<file path="src/rtl/mem_port_arbiter_if.sv">
// rtl/mem_port_arbiter_if.sv - shared memory port bundle between fetch, load/store and memory
//
// Signals
//   if_*  : fetch requester (req/addr in, gnt/rvalid/rdata out of the arbiter)
//   d_*   : load/store requester (req/we/addr/wdata in, gnt/rvalid/rdata out)
//   mem_* : memory side (en/we/addr/wdata out of the arbiter, rdata in)
// Modports
//   slave  : the arbiter
//   master : requesters plus memory model (testbench / surrounding core)
interface mem_port_arbiter_if #(
    parameter int AW = 32,
    parameter int DW = 32
);
    logic          if_req;
    logic [AW-1:0] if_addr;
    logic          if_gnt;
    logic          if_rvalid;
    logic [DW-1:0] if_rdata;

    logic          d_req;
    logic          d_we;
    logic [AW-1:0] d_addr;
    logic [DW-1:0] d_wdata;
    logic          d_gnt;
    logic          d_rvalid;
    logic [DW-1:0] d_rdata;

    logic          mem_en;
    logic          mem_we;
    logic [AW-1:0] mem_addr;
    logic [DW-1:0] mem_wdata;
    logic [DW-1:0] mem_rdata;

    modport slave (
        input  if_req, if_addr,
        output if_gnt, if_rvalid, if_rdata,
        input  d_req, d_we, d_addr, d_wdata,
        output d_gnt, d_rvalid, d_rdata,
        output mem_en, mem_we, mem_addr, mem_wdata,
        input  mem_rdata
    );

    modport master (
        output if_req, if_addr,
        input  if_gnt, if_rvalid, if_rdata,
        output d_req, d_we, d_addr, d_wdata,
        input  d_gnt, d_rvalid, d_rdata,
        input  mem_en, mem_we, mem_addr, mem_wdata,
        output mem_rdata
    );
endinterface

</file>
<file path="src/rtl/mem_port_arbiter.sv">
// rtl/mem_port_arbiter.sv - single memory port arbiter between fetch and load/store
//
// Ports
//   clk     : main clock
//   reset_s : asynchronous active-low reset
//   halt    : core halted, blocks new grants and freezes the starvation counter
//   bus     : mem_port_arbiter_if.slave (fetch, data and memory signals)
//   busy    : a read is outstanding
// Parameters
//   READ_LAT   : cycles from grant to read data (1..4)
//   STARVE_MAX : refused fetch cycles before fetch beats data (1..15)
//   AW, DW     : address / data width
module mem_port_arbiter #(
    parameter int READ_LAT   = 1,
    parameter int STARVE_MAX = 4,
    parameter int AW         = 32,
    parameter int DW         = 32
) (
    input  logic                    clk,
    input  logic                    reset_s,
    input  logic                    halt,
    mem_port_arbiter_if.slave       bus,
    output logic                    busy
);

    typedef enum logic {
        IDLE    = 1'b0,
        RD_WAIT = 1'b1
    } state_t;

    localparam logic       OWNER_IF   = 1'b0;
    localparam logic       OWNER_D    = 1'b1;
    localparam logic [2:0] LAT_LAST   = 3'(READ_LAT - 1);
    localparam logic [3:0] STARVE_LIM = 4'(STARVE_MAX);

    state_t        state;
    logic [2:0]    lat_cnt;
    logic [3:0]    starve_cnt;
    logic          owner;
    logic [DW-1:0] if_rdata_q;
    logic [DW-1:0] d_rdata_q;

    logic resp_cycle;
    logic eligible;
    logic if_win;
    logic d_win;
    logic d_write;
    logic rd_grant;

    // The response cycle doubles as a grant slot so back-to-back reads
    // sustain one access per READ_LAT cycles.
    assign resp_cycle = (state == RD_WAIT) && (lat_cnt == LAT_LAST);

    // reset_s is folded in so the combinational grant path stays quiet while
    // reset is held, even with a requester active.
    assign eligible = reset_s && !halt && ((state == IDLE) || resp_cycle);

    assign if_win   = eligible && bus.if_req && (!bus.d_req || (starve_cnt == STARVE_LIM));
    assign d_win    = eligible && bus.d_req && !if_win;
    assign d_write  = d_win && bus.d_we;
    assign rd_grant = if_win || (d_win && !bus.d_we);

    assign bus.if_gnt    = if_win;
    assign bus.d_gnt     = d_win;
    assign bus.mem_en    = if_win || d_win;
    assign bus.mem_we    = d_write;
    assign bus.mem_addr  = if_win ? bus.if_addr : (d_win ? bus.d_addr : '0);
    assign bus.mem_wdata = d_write ? bus.d_wdata : '0;

    // Read data is steered straight from the memory in the response cycle;
    // outside it each requester sees the last word it received.
    assign bus.if_rvalid = resp_cycle && (owner == OWNER_IF);
    assign bus.d_rvalid  = resp_cycle && (owner == OWNER_D);
    assign bus.if_rdata  = bus.if_rvalid ? bus.mem_rdata : if_rdata_q;
    assign bus.d_rdata   = bus.d_rvalid  ? bus.mem_rdata : d_rdata_q;

    assign busy = (state == RD_WAIT);

    always_ff @(posedge clk or negedge reset_s) begin
        if (!reset_s) begin
            state      <= IDLE;
            lat_cnt    <= 3'd0;
            starve_cnt <= 4'd0;
            owner      <= OWNER_IF;
            if_rdata_q <= '0;
            d_rdata_q  <= '0;
        end else begin
            // A write grant leaves the read sequencing alone: it falls through
            // to the response/count branches below.
            if (rd_grant) begin
                state   <= RD_WAIT;
                lat_cnt <= 3'd0;
                owner   <= if_win ? OWNER_IF : OWNER_D;
            end else if (resp_cycle) begin
                state   <= IDLE;
                lat_cnt <= 3'd0;
            end else if (state == RD_WAIT) begin
                lat_cnt <= lat_cnt + 3'd1;
            end

            if (bus.if_rvalid) begin
                if_rdata_q <= bus.mem_rdata;
            end
            if (bus.d_rvalid) begin
                d_rdata_q <= bus.mem_rdata;
            end

            if (!halt) begin
                if (bus.if_req && !if_win) begin
                    if (starve_cnt != STARVE_LIM) begin
                        starve_cnt <= starve_cnt + 4'd1;
                    end
                end else begin
                    starve_cnt <= 4'd0;
                end
            end
        end
    end

endmodule

</file>
<file path="src/flat_wrapper.sv">
// flat-port wrapper written by rule: the top's interface ports become plain ports
module mem_port_arbiter_flat 
#(
    parameter int READ_LAT   = 1,
    parameter int STARVE_MAX = 4,
    parameter int AW         = 32,
    parameter int DW         = 32
)
  (clk, reset_s, halt, busy, bus_if_req, bus_if_addr, bus_if_gnt, bus_if_rvalid, bus_if_rdata, bus_d_req, bus_d_we, bus_d_addr, bus_d_wdata, bus_d_gnt, bus_d_rvalid, bus_d_rdata, bus_mem_en, bus_mem_we, bus_mem_addr, bus_mem_wdata, bus_mem_rdata);
  mem_port_arbiter_if #(.AW(AW), .DW(DW)) bus_i ();
  input  logic clk;
  input  logic reset_s;
  input  logic halt;
  output logic busy;
  input wire logic [$bits(bus_i.if_req)-1:0] bus_if_req;
  input wire logic [$bits(bus_i.if_addr)-1:0] bus_if_addr;
  output wire logic [$bits(bus_i.if_gnt)-1:0] bus_if_gnt;
  output wire logic [$bits(bus_i.if_rvalid)-1:0] bus_if_rvalid;
  output wire logic [$bits(bus_i.if_rdata)-1:0] bus_if_rdata;
  input wire logic [$bits(bus_i.d_req)-1:0] bus_d_req;
  input wire logic [$bits(bus_i.d_we)-1:0] bus_d_we;
  input wire logic [$bits(bus_i.d_addr)-1:0] bus_d_addr;
  input wire logic [$bits(bus_i.d_wdata)-1:0] bus_d_wdata;
  output wire logic [$bits(bus_i.d_gnt)-1:0] bus_d_gnt;
  output wire logic [$bits(bus_i.d_rvalid)-1:0] bus_d_rvalid;
  output wire logic [$bits(bus_i.d_rdata)-1:0] bus_d_rdata;
  output wire logic [$bits(bus_i.mem_en)-1:0] bus_mem_en;
  output wire logic [$bits(bus_i.mem_we)-1:0] bus_mem_we;
  output wire logic [$bits(bus_i.mem_addr)-1:0] bus_mem_addr;
  output wire logic [$bits(bus_i.mem_wdata)-1:0] bus_mem_wdata;
  input wire logic [$bits(bus_i.mem_rdata)-1:0] bus_mem_rdata;
  assign bus_i.if_req = bus_if_req;
  assign bus_i.if_addr = bus_if_addr;
  assign bus_if_gnt = bus_i.if_gnt;
  assign bus_if_rvalid = bus_i.if_rvalid;
  assign bus_if_rdata = bus_i.if_rdata;
  assign bus_i.d_req = bus_d_req;
  assign bus_i.d_we = bus_d_we;
  assign bus_i.d_addr = bus_d_addr;
  assign bus_i.d_wdata = bus_d_wdata;
  assign bus_d_gnt = bus_i.d_gnt;
  assign bus_d_rvalid = bus_i.d_rvalid;
  assign bus_d_rdata = bus_i.d_rdata;
  assign bus_mem_en = bus_i.mem_en;
  assign bus_mem_we = bus_i.mem_we;
  assign bus_mem_addr = bus_i.mem_addr;
  assign bus_mem_wdata = bus_i.mem_wdata;
  assign bus_i.mem_rdata = bus_mem_rdata;
  mem_port_arbiter #(.READ_LAT(READ_LAT), .STARVE_MAX(STARVE_MAX), .AW(AW), .DW(DW)) u_core (.clk(clk), .reset_s(reset_s), .halt(halt), .bus(bus_i), .busy(busy));
endmodule
</file>
<file path="config.mk">
export PLATFORM = sky130hd
export DESIGN_NAME = mem_port_arbiter_flat
export DESIGN_NICKNAME = d
export VERILOG_FILES = /design/src/rtl/mem_port_arbiter_if.sv /design/src/rtl/mem_port_arbiter.sv /design/src/flat_wrapper.sv
export SDC_FILE = /design/constraint.sdc
export NUM_CORES = 1
export LEC_CHECK = 0
export ABC_AREA = 0
export BUFFER_PORTS_ARGS = -buffer_cell sky130_fd_sc_hd__buf_2
export CAP_MARGIN = 20
export CORE_AREA = 2 2 105 107
export CTS_BUF_LIST = sky130_fd_sc_hd__clkbuf_2 sky130_fd_sc_hd__clkbuf_4 sky130_fd_sc_hd__clkbuf_8
export CTS_CLUSTER_SIZE = 25
export DETAILED_ROUTE_END_ITERATION = 12
export DIE_AREA = 0 0 107 109
export GPL_TIMING_DRIVEN = 0
export PLACE_DENSITY_LB_ADDON = 0.05
export SLEW_MARGIN = 5
export SYNTH_ARGS = -nofsm -noshare
export SYNTH_HDL_FRONTEND = slang
export SYNTH_SLANG_ARGS = --single-unit
</file>
<file path="constraint.sdc">
create_clock -name clk -period 4.8 [get_ports clk]
set_input_delay 0.96 -clock clk [delete_from_list [all_inputs] [get_ports clk]]
set_output_delay 0.96 -clock clk [all_outputs]
set_load 0.01 [all_outputs]
</file>
==> metrics.cfg, run 1 <==
[status]
status=finished clean

[cts]
cts-htree-levels=3
root_buffer=clkbuf_8
cts_setup_buffers=0
insertion_delay_ps=340
ctsHoldBuffers=0
cts_buffer_depth=2
cts.sinks=73
cts_resized=0
cts_tree=built
cts_buffers=9
path_clk_slew_ps=70

[setup_path]
crit_type=input pin to primary output
cp-start-kind=input pin
required_ps=3840
path_common_cell=buf_2
endpoint_kind=primary output
slowest_stage=nor4_4
crit_path_max_incr_delay_ps=370
crit_path_cell_trace=buf_4 > buf_16 > nor2b_1 > o21ai_2 > nor4_4 > buf_2 > and2_1 > buf_2
critPathTopFamily=buffers and inverters
worst-path-buf-inv=4
rrSetupSlack_ps=2860
cp_max_fo=65
critPathArrivalTime_ps=2850

[synth]
seq_area_frac_synth_pct=49.01
synth_area_um2=3727
async_flop_share_pct=100.0
synthTopCellsByCount=73 x dfrtp_1, 64 x mux2_2, 37 x a21oi_1, 37 x nand3_1, 35 x nand2_1
netlist_top_cells_area=dfrtp_1 49%, mux2_2 19%, and2_1 5.4%
synth-main-ff-cell=dfrtp_1
syn_avg_cell_area_um2=10.77
syn_inst=346
yosysTopAreaCell=dfrtp_1
syn_nets=484
synth.most_common_cell=dfrtp_1
synth_edf_count=0
yosysWarnings=0
synth_top_cell_area_share_pct=49.01
synth.distinct_cells=35
synth.ff_latch_count=73

[detailed_routing]
wl_per_cell_um=15.54
viasPerCell=4.649
wirelength_um=11970
via_count=3580
drtPass1Iterations=4
route.detailed.drc=0
ant_nets=0
drtIter0Drc=183

[die]
start_util_pct=35.15
core_area_um2=10600
die_area_um2=11660
placementRows=38
ios=269
die_y_um=109
die_width_um=107

[global_route]
grt.met3_usage_pct=5.977
grt_pass1_vias=3493
antenna_found_initial=0
grt-busiest-layer=met2
track_usage_pct=19.90
grt_pass1_wl_um=17770
grt_max_degree=66
gr-usage-met1_pct=22.95
gr-usage-met2_pct=35.21
grt-ovfl-total=0

[placement]
port_buffers=267
dp_cells=754
hpwl_um=9679
gp_congestion=0.8149

[timing]
rsz0062_at_grt=no
relSlewSlack_pct=74.08
drv_slew=0
final.min_clock_period_ps=3805
timing_hold_violations_final=0
period_share_pct=79.28
fin_skew_ps=5.419
finalSetupViolCount=0
fin_tns_setup_ps=0
tightest_slew_ps=387.6
maxClockFrequency_mhz=262.8

[final_layout]
nets=763
stdcell_count=770
drive_gt1_share_pct=60.16
n_fill_cell=1018
syn2layout_area_growth_pct=46.83
diodes=0

[flow_run]
maxCapViolCount=0

[power]
leakagePower_nw=2.901
power.density_nw_per_um2=466.8
peakVddDrop_uv=346.4

[min_path]
min_path_type=input pin to async pin

==> sequential cells by signal, summed over array words and instances (netlist names) <==
signal / count
u_core.lat_cnt: 3
u_core.starve_cnt: 4
u_core.if_rdata_q: 32
u_core.busy: 1
u_core.d_rdata_q: 32
u_core.owner: 1
==> worst paths after layout <==
path                            cells past startpoint           startpoint              endpoint
min in group clk                                    1  u_core.d_rdata_q[9]   u_core.d_rdata_q[9]
max in group asynchronous                           2              reset_s   u_core.d_rdata_q[2]
worst min register to register                      1  u_core.d_rdata_q[9]   u_core.d_rdata_q[9]
worst max register to register                      6    u_core.lat_cnt[0]  u_core.if_rdata_q[3]
worst max-delay path                                8              reset_s     bus_mem_wdata[17]
worst min-delay path                                1              reset_s  u_core.d_rdata_q[22]
==> stage by stage <==
stage                     total power, mW  setup slack, ps  utilization, %  hold WS (ps)  instance area, µm²
after CTS                           2.601            975.8           51.62         427.4                5473
after floorplan                     1.613             1855               -         506.5                3727
final                               2.555            994.8           51.62         444.4                5473
after detailed placement            2.103            976.8           49.69         481.8                5269
after global placement              2.069            226.7           49.41         474.6                5239
after global routing                2.740            829.8           51.62         422.7                5473
==> worst register-to-register path: stages (launching register included) <==
cell and delay (ps):
dfrtp_1 410, inv_1 90, ha_1 190, nand2b_1 160, nor3_4 350, buf_4 280
mux2_2 370
==> report_power, final <==
part	total, mW	switching (mW)	internal [mW]
combinational	1.10	0.566	0.534
clock	0.484	0.217	0.267
sequential	0.970	0.0742	0.896
total	2.55	0.857	1.70
==> cells by family (layout without fill, tap and decap cells) <==
kind of cell,count (synthesis),after routing,share of synthesized area [%]
mux,64,64,19.34
buf+inv,33,317,4.700
flops,73,73,49.01
fa+ha+maj,4,4,1.343
simple gates,123,123,17.59
compound gates,49,49,8.023
==> placed cells by master, fill, tap and decap left out, types with 5 or more instances in the layout <==
master	instances
a21oi_1	37
buf_4	6
nand2_1	35
mux2_2	64
nand3_1	37
buf_2	280
dfrtp_1	73
clkbuf_8	10
and2_1	32
nor2_1	5
inv_1	8
==> area by class of cell <==
type | instances | area (µm²) | area share, %
Multi-Input combinational cell | 240 | 1725 | 31.53
Sequential cell | 73 | 1827 | 33.38
Timing Repair Buffer | 268 | 1366 | 24.97
Clock inverter | 4 | 51.30 | 0.9374
Inverter | 9 | 33.78 | 0.6173
Tap cell | 140 | 175.2 | 3.201
Buffer | 24 | 141.4 | 2.583
Clock buffer | 12 | 152.6 | 2.789
==> routing by layer <==
layer  routed length (µm)  vias to the layer above
li1                     -                     1753
met1                 4711                     1667
met2                 6043                      147
met3                 1032                       13
met4                  178                        0
met5                    0                        -
(Power assumes the default switching activity.)
==> inputs of run 2 (changes only) <==
Settings changed: ABC_AREA 0 to 1.
Clock period 4.8 ns to 3.38 ns, I/O delays scaled along.
==> run 2 against run 1 <==
Against the previous run: die area did not move; sequential share of layout area is 0.26 points higher; clock power up 38%; non-clock buffer count down 2; worst setup slack got worse by 700 ps; global-route usage decreased by 0.56 points; sequential power grew 29%; area after synthesis fell by 1.1%; total power up 15%.
==> metrics.cfg, run 2 <==
[status]
status=finished clean

[power]
swShare_pct=34.10
p_int_mw=1.935
p_total_mw=2.936
power.density_nw_per_um2=540.7
combPwrFrac_pct=34.8
p_sw_mw=1.001
peakVddDrop_uv=383.8
clock_power_share_pct=22.7
seqPwrFrac_pct=42.5
leakagePower_nw=3.442

[timing]
final.min_clock_period_ps=3085
tightest_slew_ps=561.5
hold_slack_ps=184.6
drv_slew=0
fin_skew_ps=5.815
relSlewSlack_pct=62.56
finalSetupViolCount=0
rsz0062_at_grt=no
period_share_pct=91.26
timing_hold_violations_final=0
maxClockFrequency_mhz=324.2

[synth]
synth.ff_latch_count=73
synth_area_um2=3687
syn_inst=486
yosysTopAreaCell=dfrtp_1
synth.most_common_cell=nand2_1
async_flop_share_pct=100.0
syn_nets=624
yosysWarnings=0
synth.distinct_cells=22
synth_top_cell_area_share_pct=49.54
netlist_top_cells_area=dfrtp_1 50%, nand2_1 18%, o21ai_0 8.8%
syn_avg_cell_area_um2=7.587
synth-main-ff-cell=dfrtp_1
synth_edf_count=0
seq_area_frac_synth_pct=49.54
synthTopCellsByCount=177 x nand2_1, 78 x inv_1, 73 x dfrtp_1, 65 x o21ai_0, 31 x nor2_2

[cts]
path_clk_slew_ps=70
root_buffer=clkbuf_8
insertion_delay_ps=340
cts_tree=built
cts-htree-levels=3
cts_buffer_depth=2
cts_buffers=9
cts.sinks=73
ctsHoldBuffers=0

[final_layout]
diodes=0
drive_gt1_share_pct=43.90
final_cell_mix=275 x buf_2, 177 x nand2_1, 78 x inv_1
nets=904
syn2layout_area_growth_pct=47.27
final_common_cell=buf_2
top_regs=u_core.d_rdata_q (32), u_core.if_rdata_q (32), u_core.starve_cnt (4)

[global_route]
track_usage_pct=19.35
antenna_found_initial=0
grt_max_degree=42
grt-ovfl-total=0
grt_pass1_vias=3607
grt_pass1_wl_um=17640

[setup_path]
required_ps=2700
crit_path_max_incr_delay_ps=260
critPathTopFamily=buffers and inverters
worst-path-buf-inv=6
crit_path_cell_trace=buf_8 > buf_16 > inv_1 > nor2_1 > nand2_2 > nor2_4 > inv_2 > nor2_8 > buf_2 > nand2_1 > nand2_1 > buf_2
cp_max_fo=41
cp-start-kind=input pin
crit_type=input pin to primary output
critPathArrivalTime_ps=2410
slowest_stage=buf_16
endpoint_kind=primary output

[placement]
port_buffers=268
gp_congestion=0.7769
hpwl_um=9277

[die]
ios=269
die_y_um=109
die_area_um2=11660
core_area_um2=10600
die_width_um=107
start_util_pct=34.78
placementRows=38

[detailed_routing]
via_count=3957
wl_per_cell_um=12.92
drtIter0Drc=257
route.detailed.drc=0
drtPass1Iterations=5
wirelength_um=11750
viasPerCell=4.348
ant_nets=0

[flow_run]
maxCapViolCount=0

[min_path]
min_path_type=input pin to async pin

[run 2: changes by cell type after synthesis, moves of 4 or more]
| cell | delta |
|---|---|
| inv_2 | +4 |
| nand4_1 | +4 |
| buf_4 | -5 |
| inv_1 | +70 |
| clkbuf_1 | +8 |
| nand3_1 | -34 |
| and2_1 | -32 |
| nor2_2 | +31 |
| a21oi_1 | -36 |
| mux2_2 | -64 |
| nor2_1 | +6 |
| o21ai_0 | +65 |
| nand2_1 | +142 |
| buf_2 | -6 |
[run 2: kinds of logic after synthesis]
family	count (synthesis)	share of synthesized area [%]
AO/OA/AOI/OAI	67	9.162
flip-flops	73	49.54
buffers and inverters	104	11.47
AND/OR/NAND/NOR	236	27.99
adder cells (fa/ha/maj)	4	1.357
XOR/XNOR	2	0.4751
[run 2: worst register-to-register path, stage by stage (launching register included)]
cell      delay, ps
dfrtp_1         380
inv_1            70
ha_1            220
nand2_2          90
nor2_1           40
inv_1            90
nor2_2           50
inv_2           140
clkbuf_1        470
nand2_1         100
o21ai_0         130
[run 2: through the flow]
stage | utilization (%) | instance area, µm² | instances | setup slack [ps] | TNS, ps
6_report | 51.22 | 5430 | 910 | 295.5 | 0
5_1_grt | 51.22 | 5430 | 910 | 46.36 | 0
4_1_cts | 51.07 | 5415 | 910 | 52.23 | 0
3_5_place_dp | 49.29 | 5226 | 895 | 58.87 | 0
3_3_place_gp | 49.08 | 5204 | 894 | -551.2 | -31880
2_1_floorplan | - | 3687 | 486 | 1098 | 0
[run 2: repair_timing]
action                                  in CTS  in global routing
setup buffers                                0                  0
endpoints found under the setup margin       0                 59
resized for setup                            0                  4
[run 2: final timing paths]
kind                                               to  slack [ps]  depth (start not counted)                  start
worst min-delay path            u_core.if_rdata_q[17]         180                          1                reset_s
worst max register to register    u_core.d_rdata_q[6]        1500                         10      u_core.lat_cnt[0]
max in group asynchronous        u_core.d_rdata_q[27]        2700                          2                reset_s
worst max-delay path                 bus_mem_addr[17]         300                         12                reset_s
min in group clk                u_core.if_rdata_q[30]         490                          2  u_core.if_rdata_q[30]
worst min register to register  u_core.if_rdata_q[30]         490                          2  u_core.if_rdata_q[30]
[run 2: cell type report]
| class | instances | area [µm²] |
|---|---|---|
| Buffer | 21 | 111.4 |
| Clock buffer | 12 | 146.4 |
| Clock inverter | 3 | 42.54 |
| Fill cell | 1091 | 5172 |
| Inverter | 83 | 311.5 |
| Multi-Input combinational cell | 309 | 1438 |
| Sequential cell | 73 | 1827 |
| Tap cell | 140 | 175.2 |
| Timing Repair Buffer | 269 | 1379 |
[run 2: layer usage]
metal	up-vias	global-route usage [%]	part of all wire (%)
met5	-	0	0
met4	0	5.288	0.74
met3	10	5.738	8.3
met2	153	34.03	51
met1	1779	23.13	40
li1	2015	-	-
[run 2: power by group through the flow]
stage	clock network (mW)	logic (mW)	registers, mW
2_1_floorplan	0	0.546	1.24
3_3_place_gp	0	1.02	1.26
3_5_place_dp	0	1.04	1.27
4_1_cts	0.692	1.04	1.25
5_1_grt	0.728	1.14	1.28
6_report	0.666	1.02	1.25
==> inputs of run 3 (changes only) <==
Settings changed: BUFFER_PORTS_ARGS -buffer_cell sky130_fd_sc_hd__buf_2 to -buffer_cell sky130_fd_sc_hd__buf_4.
==> run 3 against run 2 <==
Against the previous run: total power is 6.7% higher; combinational power increased by 23%; largest cell class is now buffers; critical path depth shrank 3; highest routed layer unchanged; utilization up 6.0 points; via count increased by 1.2%; register-to-register slack improved by 20 ps; cell area up 12%.
==> metrics.cfg, run 3 (synthesis gave the netlist of run 2 again) <==
[status]
status=finished clean

[detailed_routing]
drtIter0Drc=284
viasPerCell=4.405
wirelength_um=12300
wl_per_cell_um=13.53
route.detailed.drc=0
drtPass1Iterations=4
via_count=4004
ant_nets=0

[final_layout]
syn2layout_area_growth_pct=64.44
multi_input_area_um2=1438
nets=903
diodes=0
final_common_cell=buf_4
stdcell_count=909
top_regs=u_core.d_rdata_q (32), u_core.if_rdata_q (32), u_core.starve_cnt (4)
final_util_pct=57.19
n_fill_cell=1044
final_cell_mix=267 x buf_4, 177 x nand2_1, 78 x inv_1
regArea_um2=1827
fin_area_um2=6063
drive_gt1_share_pct=43.82

[placement]
port_buffers=268
gp_congestion=0.7934
placed_area_um2=5874
post-place-ws_ps=-18.39
dp_cells=894
hpwl_um=9625

[global_route]
grt_max_degree=75
grt_pass1_wl_um=18480
grt_pass1_vias=3690
antenna_found_initial=0
grt-ovfl-total=0
track_usage_pct=20.42

[timing]
fin_tns_setup_ps=0
maxClockFrequency_mhz=319.0
setup_ws_ps=245.1
period_share_pct=92.75
finalSetupViolCount=0
final.min_clock_period_ps=3135
tightest_slew_ps=658.7
fin_skew_ps=4.624
timing_hold_violations_final=0
relSlewSlack_pct=56.09
hold_slack_ps=336.4
rsz0062_at_grt=no
drv_slew=0

[cts]
path_clk_slew_ps=70
cts_buffers=9
root_buffer=clkbuf_8
cts_buffer_depth=2
cts_tree=built
cts.sinks=73
cts-htree-levels=3
insertion_delay_ps=350

[die]
core_area_um2=10600
ios=269
die_area_um2=11660
die_y_um=109
die_width_um=107
placementRows=38
start_util_pct=34.78

[setup_path]
crit_type=input pin to primary output
critPathTopFamily=buffers and inverters
endpoint_kind=primary output
slowest_stage=buf_6
worst-path-buf-inv=4
rrSetupSlack_ps=1520
critPathArrivalTime_ps=2460
cp_max_fo=74
required_ps=2700
cp-start-kind=input pin
path_common_cell=nand2_1
crit_path_max_incr_delay_ps=500
crit_path_cell_trace=buf_6 > inv_1 > nor2_1 > nand2_2 > nor2_4 > buf_2 > nand2_1 > nand2_1 > buf_4

[flow_run]
maxCapViolCount=0

[min_path]
min_path_type=input pin to async pin

[power]
p_int_mw=2.103
clock_power_share_pct=20.3
p_sw_mw=1.030
peakVddDrop_uv=370.5
leakagePower_nw=3.580
seqPwrFrac_pct=40.0
power.density_nw_per_um2=516.7
p_total_mw=3.133
combPwrFrac_pct=39.8
swShare_pct=32.87

[run 3: cell types whose count changed in the layout (fill, tap and decap cells not counted), sizes merged]
cell,delta
buf,-1
clkbuf,+1
bufinv,-1
[run 3: path summary, 6_finish.rpt]
path | from | endpoint | cells after the start
hold / removal | reset_s | u_core.if_rdata_q[14] | 1
setup reg to reg | u_core.lat_cnt[0] | u_core.if_rdata_q[16] | 10
min in group clk | u_core.d_rdata_q[13] | u_core.d_rdata_q[13] | 2
hold reg to reg | u_core.d_rdata_q[13] | u_core.d_rdata_q[13] | 2
setup / recovery | reset_s | bus_mem_addr[17] | 9
max in group asynchronous | reset_s | u_core.if_rdata_q[27] | 1
[run 3: repair_timing]
action,CTS,global route
hold buffers,0,0
resized for setup,1,0
setup endpoints to repair,1,0
setup buffers,0,0
[run 3: power by group through the flow]
stage | sequential (mW) | combinational [mW] | clock (mW)
floorplan | 1.24 | 0.546 | 0
global placement | 1.26 | 1.24 | 0
detailed placement | 1.27 | 1.26 | 0
CTS | 1.25 | 1.27 | 0.659
global route | 1.28 | 1.37 | 0.700
finish | 1.25 | 1.25 | 0.635
[run 3: area by class of cell]
| cell class | instances | area share, % |
|---|---|---|
| repair buffers | 268 | 33.24 |
| flip-flops and latches | 73 | 30.13 |
| multi-input cells | 309 | 23.71 |
| inverters | 83 | 5.138 |
| well taps | 140 | 2.889 |
| clock buffers | 13 | 2.848 |
| plain buffers | 21 | 1.837 |
| clock inverters | 2 | 0.2064 |
[run 3: routing by layer]
layer	GRT usage, %	wire (µm)
met4	6.494	187
met1	24.48	4723
met2	34.76	6266
met5	0	0
met3	6.934	1118
